$ cat src/rtl/store_buffer_pkg.sv
// -----------------------------------------------------------------------------
// store_buffer_pkg
// Shared defaults for the store buffer: datapath/address width, entry count,
// and the (addr, data) entry record used by the buffer and its forwarding
// selector.
// -----------------------------------------------------------------------------
package store_buffer_pkg;

    localparam int SB_WIDTH = 16;
    localparam int SB_DEPTH = 4;

    typedef struct packed {
        logic [SB_WIDTH-1:0] addr;
        logic [SB_WIDTH-1:0] data;
    } sb_entry_t;

endpackage

$ cat src/rtl/store_buffer_fwd.sv
// -----------------------------------------------------------------------------
// store_buffer_fwd
// Combinational youngest-match selector for store-to-load forwarding.
// Ports:
//   i_entries  entry array (addr, data), indexed by slot
//   i_valid    per-slot pending flag
//   i_tail     next slot to be written (slot just before it is youngest)
//   i_ld_addr  load word address
//   o_hit      some pending entry matches i_ld_addr over all bits
//   o_data     data of the youngest matching entry (0 when no hit)
// -----------------------------------------------------------------------------
module store_buffer_fwd
    import store_buffer_pkg::*;
#(
    parameter int  n       = SB_WIDTH,
    parameter int  DEPTH   = SB_DEPTH,
    parameter type entry_t = sb_entry_t,
    localparam int PW      = $clog2(DEPTH)
) (
    input  entry_t           i_entries [DEPTH],
    input  logic [DEPTH-1:0] i_valid,
    input  logic [PW-1:0]    i_tail,
    input  logic [n-1:0]     i_ld_addr,
    output logic             o_hit,
    output logic [n-1:0]     o_data
);

    logic [PW-1:0] w_idx;

    // Walk slots from tail (oldest position) around to tail-1 (youngest);
    // later matches overwrite earlier ones, so the youngest match wins.
    always_comb begin
        o_hit  = 1'b0;
        o_data = '0;
        w_idx  = '0;
        for (int unsigned i = 0; i < DEPTH; i++) begin
            w_idx = i_tail + PW'(i);
            if (i_valid[w_idx] && (i_entries[w_idx].addr == i_ld_addr)) begin
                o_hit  = 1'b1;
                o_data = i_entries[w_idx].data;
            end
        end
    end

endmodule

$ cat src/rtl/store_buffer.sv
// -----------------------------------------------------------------------------
// store_buffer
// FIFO of pending stores between the datapath and a single-port dmem.
// Stores drain to dmem whenever no load owns the port; loads are forwarded
// from the youngest matching pending store, otherwise served from dmem.
// Ports:
//   clk, reset              clock, asynchronous active-high reset
//   st_valid/addr/data      store request; st_ready = room in the buffer
//   ld_valid/addr           load request; ld_hit/ld_data = load result
//   mem_write_enable/addr/writedata, mem_readdata   dmem port
//   empty, count            occupancy status
// -----------------------------------------------------------------------------
module store_buffer
    import store_buffer_pkg::*;
#(
    parameter int n     = SB_WIDTH,
    parameter int DEPTH = SB_DEPTH
) (
    input  logic                   clk,
    input  logic                   reset,
    input  logic                   st_valid,
    input  logic [n-1:0]           st_addr,
    input  logic [n-1:0]           st_data,
    output logic                   st_ready,
    input  logic                   ld_valid,
    input  logic [n-1:0]           ld_addr,
    output logic                   ld_hit,
    output logic [n-1:0]           ld_data,
    output logic                   mem_write_enable,
    output logic [n-1:0]           mem_addr,
    output logic [n-1:0]           mem_writedata,
    input  logic [n-1:0]           mem_readdata,
    output logic                   empty,
    output logic [$clog2(DEPTH):0] count
);

    localparam int PW = $clog2(DEPTH);
    localparam int CW = PW + 1;

    typedef struct packed {
        logic [n-1:0] addr;
        logic [n-1:0] data;
    } entry_t;

    entry_t           r_entries [DEPTH];
    logic [DEPTH-1:0] r_valid;
    logic [PW-1:0]    r_head;
    logic [PW-1:0]    r_tail;
    logic [CW-1:0]    r_count;

    logic             w_enq;
    logic             w_drain;
    logic             w_fwd_hit;
    logic [n-1:0]     w_fwd_data;
    entry_t           w_head;

    // Ready depends only on the registered count, never on inputs.
    assign st_ready = (r_count < CW'(DEPTH));
    assign w_enq    = st_valid && st_ready;
    // A load owns the dmem port; draining only happens on load-free cycles.
    assign w_drain  = (r_count != '0) && !ld_valid;
    assign w_head   = r_entries[r_head];

    assign mem_write_enable = w_drain;
    assign mem_addr         = w_drain ? w_head.addr : ld_addr;
    assign mem_writedata    = w_head.data;

    assign empty = (r_count == '0);
    assign count = r_count;

    // The store arriving this cycle is not yet in the array, so a same-cycle
    // store to the load address is not forwarded.
    store_buffer_fwd #(
        .n       (n),
        .DEPTH   (DEPTH),
        .entry_t (entry_t)
    ) u_fwd (
        .i_entries (r_entries),
        .i_valid   (r_valid),
        .i_tail    (r_tail),
        .i_ld_addr (ld_addr),
        .o_hit     (w_fwd_hit),
        .o_data    (w_fwd_data)
    );

    assign ld_hit  = ld_valid && w_fwd_hit;
    assign ld_data = ld_hit ? w_fwd_data : mem_readdata;

    always_ff @(posedge clk or posedge reset) begin
        if (reset) begin
            r_head  <= '0;
            r_tail  <= '0;
            r_count <= '0;
            r_valid <= '0;
        end else begin
            // Enqueue and drain never touch the same slot: that would need
            // head==tail, i.e. empty (no drain) or full (no enqueue).
            if (w_drain) begin
                r_valid[r_head] <= 1'b0;
                r_head          <= r_head + 1'b1;
            end
            if (w_enq) begin
                r_valid[r_tail] <= 1'b1;
                r_tail          <= r_tail + 1'b1;
            end
            case ({w_enq, w_drain})
                2'b10:   r_count <= r_count + 1'b1;
                2'b01:   r_count <= r_count - 1'b1;
                default: r_count <= r_count;
            endcase
        end
    end

    // Entry payload is qualified by r_valid, so it needs no reset.
    always_ff @(posedge clk) begin
        if (w_enq) begin
            r_entries[r_tail] <= '{addr: st_addr, data: st_data};
        end
    end

endmodule

$ cat config.mk
export PLATFORM = sky130hd
export DESIGN_NAME = store_buffer
export DESIGN_NICKNAME = d
export VERILOG_FILES = /design/src/rtl/store_buffer_pkg.sv /design/src/rtl/store_buffer_fwd.sv /design/src/rtl/store_buffer.sv
export SDC_FILE = /design/constraint.sdc
export NUM_CORES = 1
export LEC_CHECK = 0
export ABC_AREA = 1
export CAP_MARGIN = 5
export CELL_PAD_IN_SITES_DETAIL_PLACEMENT = 1
export CELL_PAD_IN_SITES_GLOBAL_PLACEMENT = 2
export CORE_MARGIN = 1
export CORE_UTILIZATION = 33
export CTS_CLUSTER_SIZE = 20
export DETAILED_ROUTE_END_ITERATION = 16
export PLACE_DENSITY = 0.83
export SLEW_MARGIN = 5
export SYNTH_ARGS = -nofsm -noshare
export SYNTH_HDL_FRONTEND = slang
export SYNTH_SLANG_ARGS = --single-unit
$ cat constraint.sdc
create_clock -name clk -period 4.48 [get_ports clk]
set_input_delay 0.896 -clock clk [delete_from_list [all_inputs] [get_ports clk]]
set_output_delay 0.896 -clock clk [all_outputs]
set_load 0.005 [all_outputs]
==> metrics.md, run 1 <==
| Metric | Value |
|---|---|
| Status | `completed` |
| Slew Viols, Final | `0` |
| Drt pass-1 iters | `4` |
| Power Density | `694.1 nW/µm²` |
| Mapped Area | `10530 µm²` |
| Final-report hold violation count | `0` |
| Cell-internal power | `4.704 mW` |
| Tcrit/Tclk final | `99.70%` |
| Leading area contributor after synthesis | `edfxtp_1` |
| Area grow syn2layout | `26.49%` |
| Most instantiated library cell after synthesis | `nand2_1` |
| Clock power share | `15.5%` |
| Max_slew headroom | `40.37%` |
| I/O pins | `123` |
| Type of the worst min-delay path | `flip-flop to flip-flop` |
| Synth top area share | `36.49%` |
| Largest net degree at the start of global routing | `63` |
| Cell count after synthesis | `1440` |
| Flip-flop and latch count after synthesis | `139` |
| Max frequency | `223.9 MHz` |
| Die area | `32640 µm²` |
| Net Count, Synth | `1518` |
| DR WL/cell | `19.82 µm` |
| H-tree depth | `4` |
| Ys flop type | `edfxtp_1` |
| # clock sinks | `139` |
| Die height | `180.7 µm` |
| Total GRT Usage | `23.94%` |
| Vias/cell | `5.370` |
| DP Area | `12390 µm²` |
| Wirelength, routed | `39110 µm` |
| Antenna violations before repair | `0` |
| Grt ovf | `0` |
| Die Wd | `180.7 µm` |
| CP Launch Type | `flip-flop` |
| Final setup viols | `0` |
| Post-detail-place hpwl | `26100 µm` |
| Critical path class | `flip-flop to primary output` |
| GPL Wtd Cong | `0.8448` |
| Sw power | `4.545 mW` |
| RSZ-0062 raised after global routing | `yes` |
| Sequential power share | `19.5%` |
| Post-Route Utilization | `42.33%` |
| # DRC | `0` |
| Total number of vias | `10600` |
| Root buffer cell | `clkbuf_16` |
| Crit end category | `primary output` |
| Largest cells by area after synthesis | `edfxtp_1 (36%), nand2_1 (17%), mux2i_1 (8.9%), nand3_1 (7.6%), o21ai_0 (6.1%)` |
| Initial DRC count | `763` |
| Clock period minus worst slack | `4.466 ns` |
| Finished Cell Area | `13320 µm²` |
| Syn_area_per_cell | `7.315 µm²` |
| Sequential area share after synthesis | `39.10%` |
| Number of synthesized flops with an enable pin | `128` |
| Worst Path Max Fanout | `22` |
| First-pass GRT wire length | `59920 µm` |
| Worst-margin pin slew | `0.8945 ns` |
| Crit path arrival time | `3.57 ns` |
| # diodes | `0` |
| Switch share | `49.14%` |
| Post-DRT Antenna Nets | `0` |
| Clock Pin Slew Worst Setup and Hold Paths | `0.07 ns` |
| Combinational fraction of design power | `65.1%` |
| Critical path data required time | `3.58 ns` |
| Synth warn | `0` |
| Initial core utilization | `33.47%` |
| Pre-CTS WS | `0.05663 ns` |
| Clock Tree Buf Depth | `2` |
| Final worst slack | `0.01357 ns` |
| P_leak | `5.860 nW` |
| Ys async rst share | `7.914%` |
| Vias in the first global route | `10600` |
| Power, Total | `9.248 mW` |
| Max VDD drop | `401.0 µV` |
| Layout cells sized above 1 | `9.675%` |
| Fin nets | `1636` |
| Port bufs | `122` |
| Total of max-cap violations | `0` |
| Core region area | `31470 µm²` |
| Rows | `65` |
| Num CTS Buffers | `17` |
| Post-synth top cells | `nand2_1 (480), nand3_1 (161), nor2_1 (146), edfxtp_1 (128), o21ai_0 (128)` |
| CTS tree | `built` |
| Clock Latency Late Sink | `0.44 ns` |
| Max Clock Skew | `0.01232 ns` |
| Netlist cell types | `35` |
final timing paths:
path | start | to | slack (ns) | cells past startpoint
setup / recovery | r_tail[0] | ld_data[8] | 0.01 | 17
hold / removal | r_valid[3] | r_valid[3] | 0.54 | 2
setup reg to reg | r_tail[0] | r_entries[4] | 1.63 | 6
hold reg to reg | r_valid[3] | r_valid[3] | 0.54 | 2
max in group asynchronous | reset | r_tail[0] | 3.34 | 2
min in group asynchronous | reset | count[2] | 0.77 | 2
flip-flops by register name, indices dropped and copies added (netlist names):
signal     cells
count          3
r_valid        4
r_tail         2
r_entries    128
r_head         2
worst max-delay path, stage by stage (launching register included):
cell             delay [ns]
dfrtp_4                0.54
inv_6                  0.10
buf_4                  0.12
bufbuf_16              0.31
nand2_1                0.06
o21ai_1                0.13
nand2_1                0.07
nand2_1                0.07
xor2_1                 0.21
nor2_2                 0.10
nand3_4                0.15
nand2_4                0.08
buf_4                  0.14
o21ai_4                0.23
clkbuf_16              0.21
nand2_1                0.05
nand2_1                0.06
clkdlybuf4s50_1        0.49
layer usage:
layer  vias up  track usage [%]  wire length (µm)
met2       205            41.08             18830
met1      5248            31.61             18290
li1       5104                -                 -
met5         -                0                 0
met3        38            3.092              1365
met4         0            6.188               618
power by group through the flow:
stage          Sequential (mW)  Combinational [mW]  Clock, mW
6_report                  1.80                6.02       1.43
5_1_grt                   1.82                6.65       1.50
4_1_cts                   1.79                5.82       1.45
3_5_place_dp              1.81                5.61          0
3_3_place_gp              1.80                5.49          0
2_1_floorplan             1.78                3.66          0
final cells by class:
class,instances,area [µm²]
Sequential cell,139,4125
Fill cell,3791,18150
Clock buffer,17,425.4
Clock inverter,15,155.1
Multi-Input combinational cell,1141,5833
Inverter,76,300.3
Timing Repair Buffer,183,1982
Tap cell,402,503.0
cells by family after synthesis:
| logic type | share of synthesized area (%) |
|---|---|
| flops | 39.10 |
| buf+inv | 6.925 |
| compound gates | 11.13 |
| xor+xnor | 0.6652 |
| simple gates | 31.99 |
| fa+ha+maj | 1.259 |
| mux | 8.932 |
through the flow:
| stage | setup TNS, ns | std cells | hold slack [ns] |
|---|---|---|---|
| final | 0 | 1973 | 0.5352 |
| after global routing | -1.910 | 1973 | 0.5666 |
| after CTS | 0 | 1966 | 0.5298 |
| after detailed placement | 0 | 1931 | 0.5124 |
| after global placement | 0 | 1931 | 0.5085 |
| after floorplan | 0 | 1440 | 0.4730 |
timing repair:
| action | 4_1_cts | 5_1_grt |
|---|---|---|
| pin swaps | 3 | 8 |
| setup endpoints to repair | 17 | 17 |
| gates resized for setup | 18 | 31 |
| cloned | 2 | 2 |
| buffers inserted | 1 | 5 |
| endpoints found under the hold margin | 0 | 0 |
| hold buffers | 0 | 0 |
cell usage in the layout, fill, tap and decap left out, types with 4 or more instances in the layout:
master           netlist  routed
nand2_1              480     475
inv_1                 71      70
clkdlybuf4s50_1        0     122
nor2_1               146     129
xor2_1                 7       6
o21ai_0              128     127
nor2_2                 1      12
mux2i_1               94      94
a21oi_1               28      28
buf_12                 0      12
nand3_1              161     158
inv_6                  0       5
o22ai_1               27      27
inv_8                  0       5
buf_4                 13      37
o21ai_1               15      16
dfrtp_1               11       8
edfxtp_1             128     128
nand3_2                2       4
nor3_2                10      14
ha_1                   9       8
o211ai_1              13      13
clkbuf_16              0      19
a31oi_1                4       4
nand2_2                1       6
nor2_4                 1       7
(Power assumes the default switching activity.)
==> run 2, diff against run 1 <==
- CELL_PAD_IN_SITES_DETAIL_PLACEMENT: 1 -> not set
- CELL_PAD_IN_SITES_GLOBAL_PLACEMENT: 2 -> not set
- CORE_UTILIZATION: 33 -> 47
- CTS_CLUSTER_SIZE: 20 -> not set
- PLACE_DENSITY: 0.83 -> 0.7
==> metrics.md, run 2 (synthesized netlist as in run 1, its figures left out) <==
| Metric | Value |
|---|---|
| Status | `completed` |
| Critical Path Max Stage Delay | `0.57 ns (+0.03 ns)` |
| CP Cell Sequence | `inv_8 > ha_4 > inv_6 > buf_12 > nand3_1 > nand3_1 > nand2_1 > nor2_2 > nand2_1 > nor2_2 > nand3_4 > nand2_4 > nor2_4 > buf_4 > nor3_1 > nand2_1 > nand2_1 > clkdlybuf4s50_1` |
| Sw power | `4.273 mW (-6.0%)` |
| Finished Cell Area | `13040 µm² (-2.2%)` |
| Hold Buf Count CTS | `0 (unchanged)` |
| Final worst slack | `0.05311 ns (+0.03954 ns)` |
| Biggest register | `r_entries` |
| Clock Latency Late Sink | `0.43 ns (about the same)` |
| Hold_sp | `r_valid[3]` |
| CP Launch Type | `flip-flop` |
| Crit end category | `primary output` |
| Vias in the first global route | `9292 (-12%)` |
| Fillers | `1971 (-48%)` |
| Wirelength, routed | `32310 µm (-17%)` |
| Grt ovf | `0 (unchanged)` |
| Power Density | `684.3 nW/µm² (-1.4%)` |
| Slowest cell on crit path | `dfrtp_4` |
| Switch share | `47.90% (-1.2 points)` |
| FF-to-FF End | `r_entries[93]` |
| Clock Tree Buf Depth | `2 (unchanged)` |
| Fin nets | `1630 (-0.37%)` |
| Largest net degree at the start of global routing | `88 (+40%)` |
| I/O pins | `123 (unchanged)` |
| FF-to-FF setup slack | `2.05 ns (+0.42 ns)` |
| Max_slew headroom | `38.38% (-2.0 points)` |
| Die height | `151.7 µm (-16%)` |
| H-tree depth | `4 (unchanged)` |
| Worst hold stages | `2 (unchanged)` |
| Tcrit/Tclk final | `98.81% (-0.88 points)` |
| Root buffer cell | `clkbuf_16` |
| Final setup viols | `0 (unchanged)` |
| RSZ-0062 raised after global routing | `yes` |
| # clock sinks | `139 (unchanged)` |
| Post-detail-place hpwl | `20980 µm (-20%)` |
| Max VDD drop | `503.3 µV (+26%)` |
| Worst Path Max Fanout | `17 (-23%)` |
| Initial core utilization | `48.12% (+15 points)` |
| DP Area | `12120 µm² (-2.2%)` |
| Critical path data required time | `3.58 ns (about the same)` |
| Total number of vias | `10510 (-0.83%)` |
| Total GRT Usage | `27.84% (+3.9 points)` |
| Total of max-cap violations | `0 (unchanged)` |
| Post-Place Cells | `1804 (-6.6%)` |
| Final-report hold violation count | `0 (unchanged)` |
| Max frequency | `225.9 MHz (+0.89%)` |
| Reg2reg start | `r_tail[0]` |
| Pre-CTS WS | `0.2061 ns (+0.1494 ns)` |
| # diodes | `0 (unchanged)` |
| Power, Total | `8.921 mW (-3.5%)` |
| Max FFs per register | `128 (unchanged)` |
| Post-DRT Antenna Nets | `0 (unchanged)` |
| P_leak | `5.830 nW (-0.51%)` |
| Crit path arrival time | `3.53 ns (-0.04 ns)` |
| Cells on worst reg2reg path | `5 (-1)` |
| Cell-internal power | `4.648 mW (-1.2%)` |
| Antenna violations before repair | `0 (unchanged)` |
| Sequential power share | `20.5% (+1.0 points)` |
| Critical Path Source | `r_tail[0]` |
| Die Wd | `151.7 µm (-16%)` |
| Area grow syn2layout | `23.76%` |
| # DRC | `0 (unchanged)` |
| Worst-margin pin slew | `0.9230 ns (+0.02848 ns)` |
| Type of the worst min-delay path | `flip-flop to flip-flop` |
| Clock power share | `16.0% (+0.5 points)` |
| CTS tree | `built` |
| CP dominant cell by count | `nand2_1` |
| First-pass GRT wire length | `48400 µm (-19%)` |
| Most frequent cells in the layout | `nand2_1 (479), nand3_1 (157), nor2_1 (136), o21ai_0 (128), edfxtp_1 (128)` |
| Layout cells sized above 1 | `8.626% (-1.0 points)` |
| Rows | `54 (-17%)` |
| Fin cells | `1845 (-6.5%)` |
| Die area | `23010 µm² (-29%)` |
| Num CTS Buffers | `17 (unchanged)` |
| Hold Crit Endpoint | `r_valid[3]` |
| Clock period minus worst slack | `4.427 ns (-0.03954 ns)` |
| Slew Viols, Final | `0 (unchanged)` |
| Port bufs | `122 (unchanged)` |
| Critical path class | `flip-flop to primary output` |
| Combinational fraction of design power | `63.5% (-1.6 points)` |
| Drt pass-1 iters | `5 (+1)` |
| DR WL/cell | `17.51 µm (-12%)` |
| Max Clock Skew | `0.009835 ns (-0.002481 ns)` |
| Initial DRC count | `968 (+27%)` |
| Clock Pin Slew Worst Setup and Hold Paths | `0.07 ns (about the same)` |
| Vias/cell | `5.695 (+6.0%)` |
| Core region area | `21890 µm² (-30%)` |
| Commonest non-fill, non-tap cell in the layout | `nand2_1` |
| GPL Wtd Cong | `0.9493 (+12%)` |
[run 2: cell count changes in the layout (fill, tap and decap cells not counted), sizes merged]
cell,delta
bufinv,+1
clkbuf,+1
dlymetal6s2s,+4
bufbuf,-2
clkdlybuf4s50,-4
buf,-5
clkinv,+4
inv,-5
[run 2: layer usage]
metal / GRT usage (%) / up-vias / wire (µm)
li1: - / 5099 / -
met1: 38.17 / 4873 / 13940
met2: 44.00 / 479 / 14780
met3: 5.060 / 56 / 2927
met4: 9.703 / 0 / 660
met5: 0 / - / 0
[run 2: what timing repair did]
| action | 4_1_cts | 5_1_grt |
|---|---|---|
| resized for setup | 2 | 46 |
| buffers inserted | 1 | 5 |
| pin swaps | 1 | 14 |
| gates cloned | 0 | 3 |
| setup endpoints to repair | 16 | 17 |
[run 2: per-stage QoR]
stage,hold WS (ns),TNS (ns),util (%)
floorplan,0.4730,0,-
global placement,0.4932,0,55.34
detailed placement,0.5089,0,55.34
CTS,0.5219,0,58.17
global route,0.5735,-0.5182,59.55
finish,0.5225,0,59.55
[run 2: cell type report]
cell class	count	area [µm²]	area share, %
sequential	139	4125	31.64
inverter	76	299.0	2.294
clock buffer	17	425.4	3.263
clock inverter	15	166.4	1.277
multi-input combinational	1141	5799	44.49
timing repair buffer	177	1871	14.35
tap	280	350.3	2.687
[run 2: worst max path at each step]
| stage | cells after the start | slack, ns | to |
|---|---|---|---|
| 2_1_floorplan | 21 | 0.58 | ld_data[10] |
| 3_3_place_gp | 15 | 0.23 | ld_data[13] |
| 3_5_place_dp | 13 | 0.21 | ld_data[15] |
| 4_1_cts | 18 | 0.01 | ld_data[1] |
| 5_1_grt | 19 | -0.12 | ld_data[2] |
| 6_report | 18 | 0.05 | ld_data[15] |
[run 2: worst max-delay path, delay by kind of cell, from the launching register on]
kind / cells / cell delay [ns]
adders and majority gates: 1 / 0.23
DFF: 1 / 0.57
buffers and inverters: 5 / 0.99
and+or+nand+nor: 12 / 1.28
[run 2: power by group through the flow]
| stage | logic [mW] | registers, mW | clock network [mW] |
|---|---|---|---|
| 2_1_floorplan | 3.66 | 1.78 | 0 |
| 3_3_place_gp | 5.11 | 1.83 | 0 |
| 3_5_place_dp | 5.18 | 1.83 | 0 |
| 4_1_cts | 5.23 | 1.81 | 1.43 |
| 5_1_grt | 6.21 | 1.85 | 1.48 |
| 6_report | 5.66 | 1.83 | 1.43 |
==> run 3, diff against run 2 <==
- GPL_ROUTABILITY_DRIVEN: not set -> 0
==> metrics.md, run 3 (synthesized netlist as in run 1, its figures left out) <==
| Metric | Value |
|---|---|
| Post-DRT Antenna Nets | `0 (unchanged)` |
| Total number of vias | `10530 (+0.18%)` |
| Worst Path Max Fanout | `17 (unchanged)` |
| Layout cells sized above 1 | `9.172% (+0.55 points)` |
| Max FFs per register | `128 (unchanged)` |
| Die area | `23010 µm² (unchanged)` |
| Slowest cell on crit path | `dfrtp_4` |
| Status | `completed` |
| Drt pass-1 iters | `8 (+3)` |
| Fin cells | `1850 (+0.27%)` |
| Wirelength, routed | `32140 µm (-0.53%)` |
| Max Clock Skew | `0.008373 ns (-0.001462 ns)` |
| Most frequent cells in the layout | `nand2_1 (478), nand3_1 (158), nor2_1 (134), o21ai_0 (128), edfxtp_1 (128)` |
| Total GRT Usage | `27.94% (+0.10 points)` |
| Power Density | `677.1 nW/µm² (-1.1%)` |
| Max frequency | `226.4 MHz (+0.22%)` |
| Grt ovf | `0 (unchanged)` |
| Max VDD drop | `565.3 µV (+12%)` |
| Vias/cell | `5.690 (about the same)` |
| First-pass GRT wire length | `48460 µm (+0.11%)` |
| CP Launch Type | `flip-flop` |
| P_leak | `5.875 nW (+0.78%)` |
| Worst hold stages | `2 (unchanged)` |
| Biggest register | `r_entries` |
| Cells on worst reg2reg path | `6 (+1)` |
| DR WL/cell | `17.37 µm (-0.80%)` |
| Port bufs | `122 (unchanged)` |
| Vias in the first global route | `9313 (+0.23%)` |
| Slew Viols, Final | `0 (unchanged)` |
| Crit path arrival time | `3.52 ns (about the same)` |
| Largest net degree at the start of global routing | `71 (-19%)` |
| Hold_sp | `r_valid[0]` |
| DP Area | `12120 µm² (about the same)` |
| Fin nets | `1635 (+0.31%)` |
| Commonest non-fill, non-tap cell in the layout | `nand2_1` |
| Clock period minus worst slack | `4.417 ns (-0.009803 ns)` |
| Die Wd | `151.7 µm (unchanged)` |
| Area grow syn2layout | `24.11%` |
| Critical path class | `flip-flop to primary output` |
| Critical Path Max Stage Delay | `0.50 ns (-0.07 ns)` |
| Final-report hold violation count | `0 (unchanged)` |
| FF-to-FF End | `r_entries[47]` |
| Core region area | `21890 µm² (unchanged)` |
| Total of max-cap violations | `0 (unchanged)` |
| CTS tree | `built` |
| Type of the worst min-delay path | `flip-flop to flip-flop` |
| Clock Latency Late Sink | `0.44 ns (about the same)` |
| Crit end category | `primary output` |
| Worst-margin pin slew | `0.8408 ns (-0.08220 ns)` |
| # diodes | `0 (unchanged)` |
| Hold Crit Endpoint | `r_valid[0]` |
| # clock sinks | `139 (unchanged)` |
| Finished Cell Area | `13070 µm² (+0.29%)` |
| Initial DRC count | `997 (+3.0%)` |
| RSZ-0062 raised after global routing | `yes` |
| Root buffer cell | `clkbuf_16` |
| Critical path data required time | `3.58 ns (about the same)` |
| Antenna violations before repair | `0 (unchanged)` |
| Reg2reg start | `r_tail[1]` |
| Rows | `54 (unchanged)` |
| Tcrit/Tclk final | `98.60% (-0.22 points)` |
| CP Cell Sequence | `inv_6 > ha_4 > inv_4 > buf_12 > nand3_1 > nand2_1 > nand2_1 > nand2_1 > nor2_1 > nand2_1 > nor2_1 > nand3_4 > nand2_4 > nor2_4 > buf_12 > nor3_1 > nand2_1 > nand2_1 > clkdlybuf4s50_1` |
| Final setup viols | `0 (unchanged)` |
| I/O pins | `123 (unchanged)` |
| FF-to-FF setup slack | `1.65 ns (-0.40 ns)` |
| Num CTS Buffers | `17 (unchanged)` |
| Clock Tree Buf Depth | `2 (unchanged)` |
| Initial core utilization | `48.12% (unchanged)` |
| Post-detail-place hpwl | `21460 µm (+2.3%)` |
| H-tree depth | `4 (unchanged)` |
| Max_slew headroom | `43.82% (+5.4 points)` |
| CP dominant cell by count | `nand2_1` |
| # DRC | `0 (unchanged)` |
| Clock Pin Slew Worst Setup and Hold Paths | `0.06 ns (about the same)` |
| Post-Place Cells | `1806 (+0.11%)` |
| Die height | `151.7 µm (unchanged)` |
-- run 3: worst max-delay path by stage --
stage	start	to	cells past startpoint
2_1_floorplan	r_tail[1]	ld_data[10]	21
3_3_place_gp	ld_addr[8]	ld_data[13]	12
3_5_place_dp	ld_addr[6]	ld_data[13]	13
4_1_cts	r_tail[0]	ld_data[0]	18
5_1_grt	r_tail[0]	ld_data[13]	17
6_report	r_tail[0]	ld_data[15]	19
-- run 3: worst max-delay path, delay by kind of cell, from the launching register on --
kind                       cells  cell delay [ns]
adders and majority gates      1             0.32
buffers and inverters          5             0.92
DFF                            1             0.50
and+or+nand+nor               13             1.33
-- run 3: per-stage QoR --
stage | util [%] | TNS (ns) | hold slack [ns] | setup WS, ns | total power, mW
after floorplan | - | 0 | 0.4730 | 0.5788 | 5.440
after global placement | 55.36 | 0 | 0.5072 | 0.2081 | 6.957
after detailed placement | 55.36 | 0 | 0.5139 | 0.1646 | 7.037
after CTS | 58.50 | 0 | 0.5282 | 0.008044 | 8.510
after global routing | 59.72 | -0.4941 | 0.5447 | -0.08396 | 9.493
final | 59.72 | 0 | 0.5320 | 0.06291 | 8.852
-- run 3: power breakdown --
part	switching [mW]	internal (mW)	total, mW
Sequential	0.142	1.65	1.80
Combinational	3.51	2.15	5.66
Clock	0.616	0.783	1.40
-- run 3: cell type report --
| class | instances | area, µm² |
|---|---|---|
| Timing Repair Buffer | 182 | 1913 |
| Fill cell | 1970 | 8817 |
| Clock buffer | 17 | 425.4 |
| Inverter | 76 | 295.3 |
| Tap cell | 280 | 350.3 |
| Clock inverter | 15 | 153.9 |
| Multi-Input combinational cell | 1141 | 5811 |
| Sequential cell | 139 | 4125 |
-- run 3: per-layer routing --
metal  wire, µm  GRT usage (%)  up-vias
met4        723          9.406        0
met2      14720          44.43      489
li1           -              -     5107
met3       2762          4.731       58
met1      13930          38.44     4872
met5          0              0        -
-- run 3: what timing repair did --
action | in CTS | in global routing
setup buffers | 6 | 3
pin swaps | 3 | 9
cloned | 0 | 3
hold buffers | 0 | 0
endpoints found under the setup margin | 16 | 16
gates resized for setup | 11 | 45
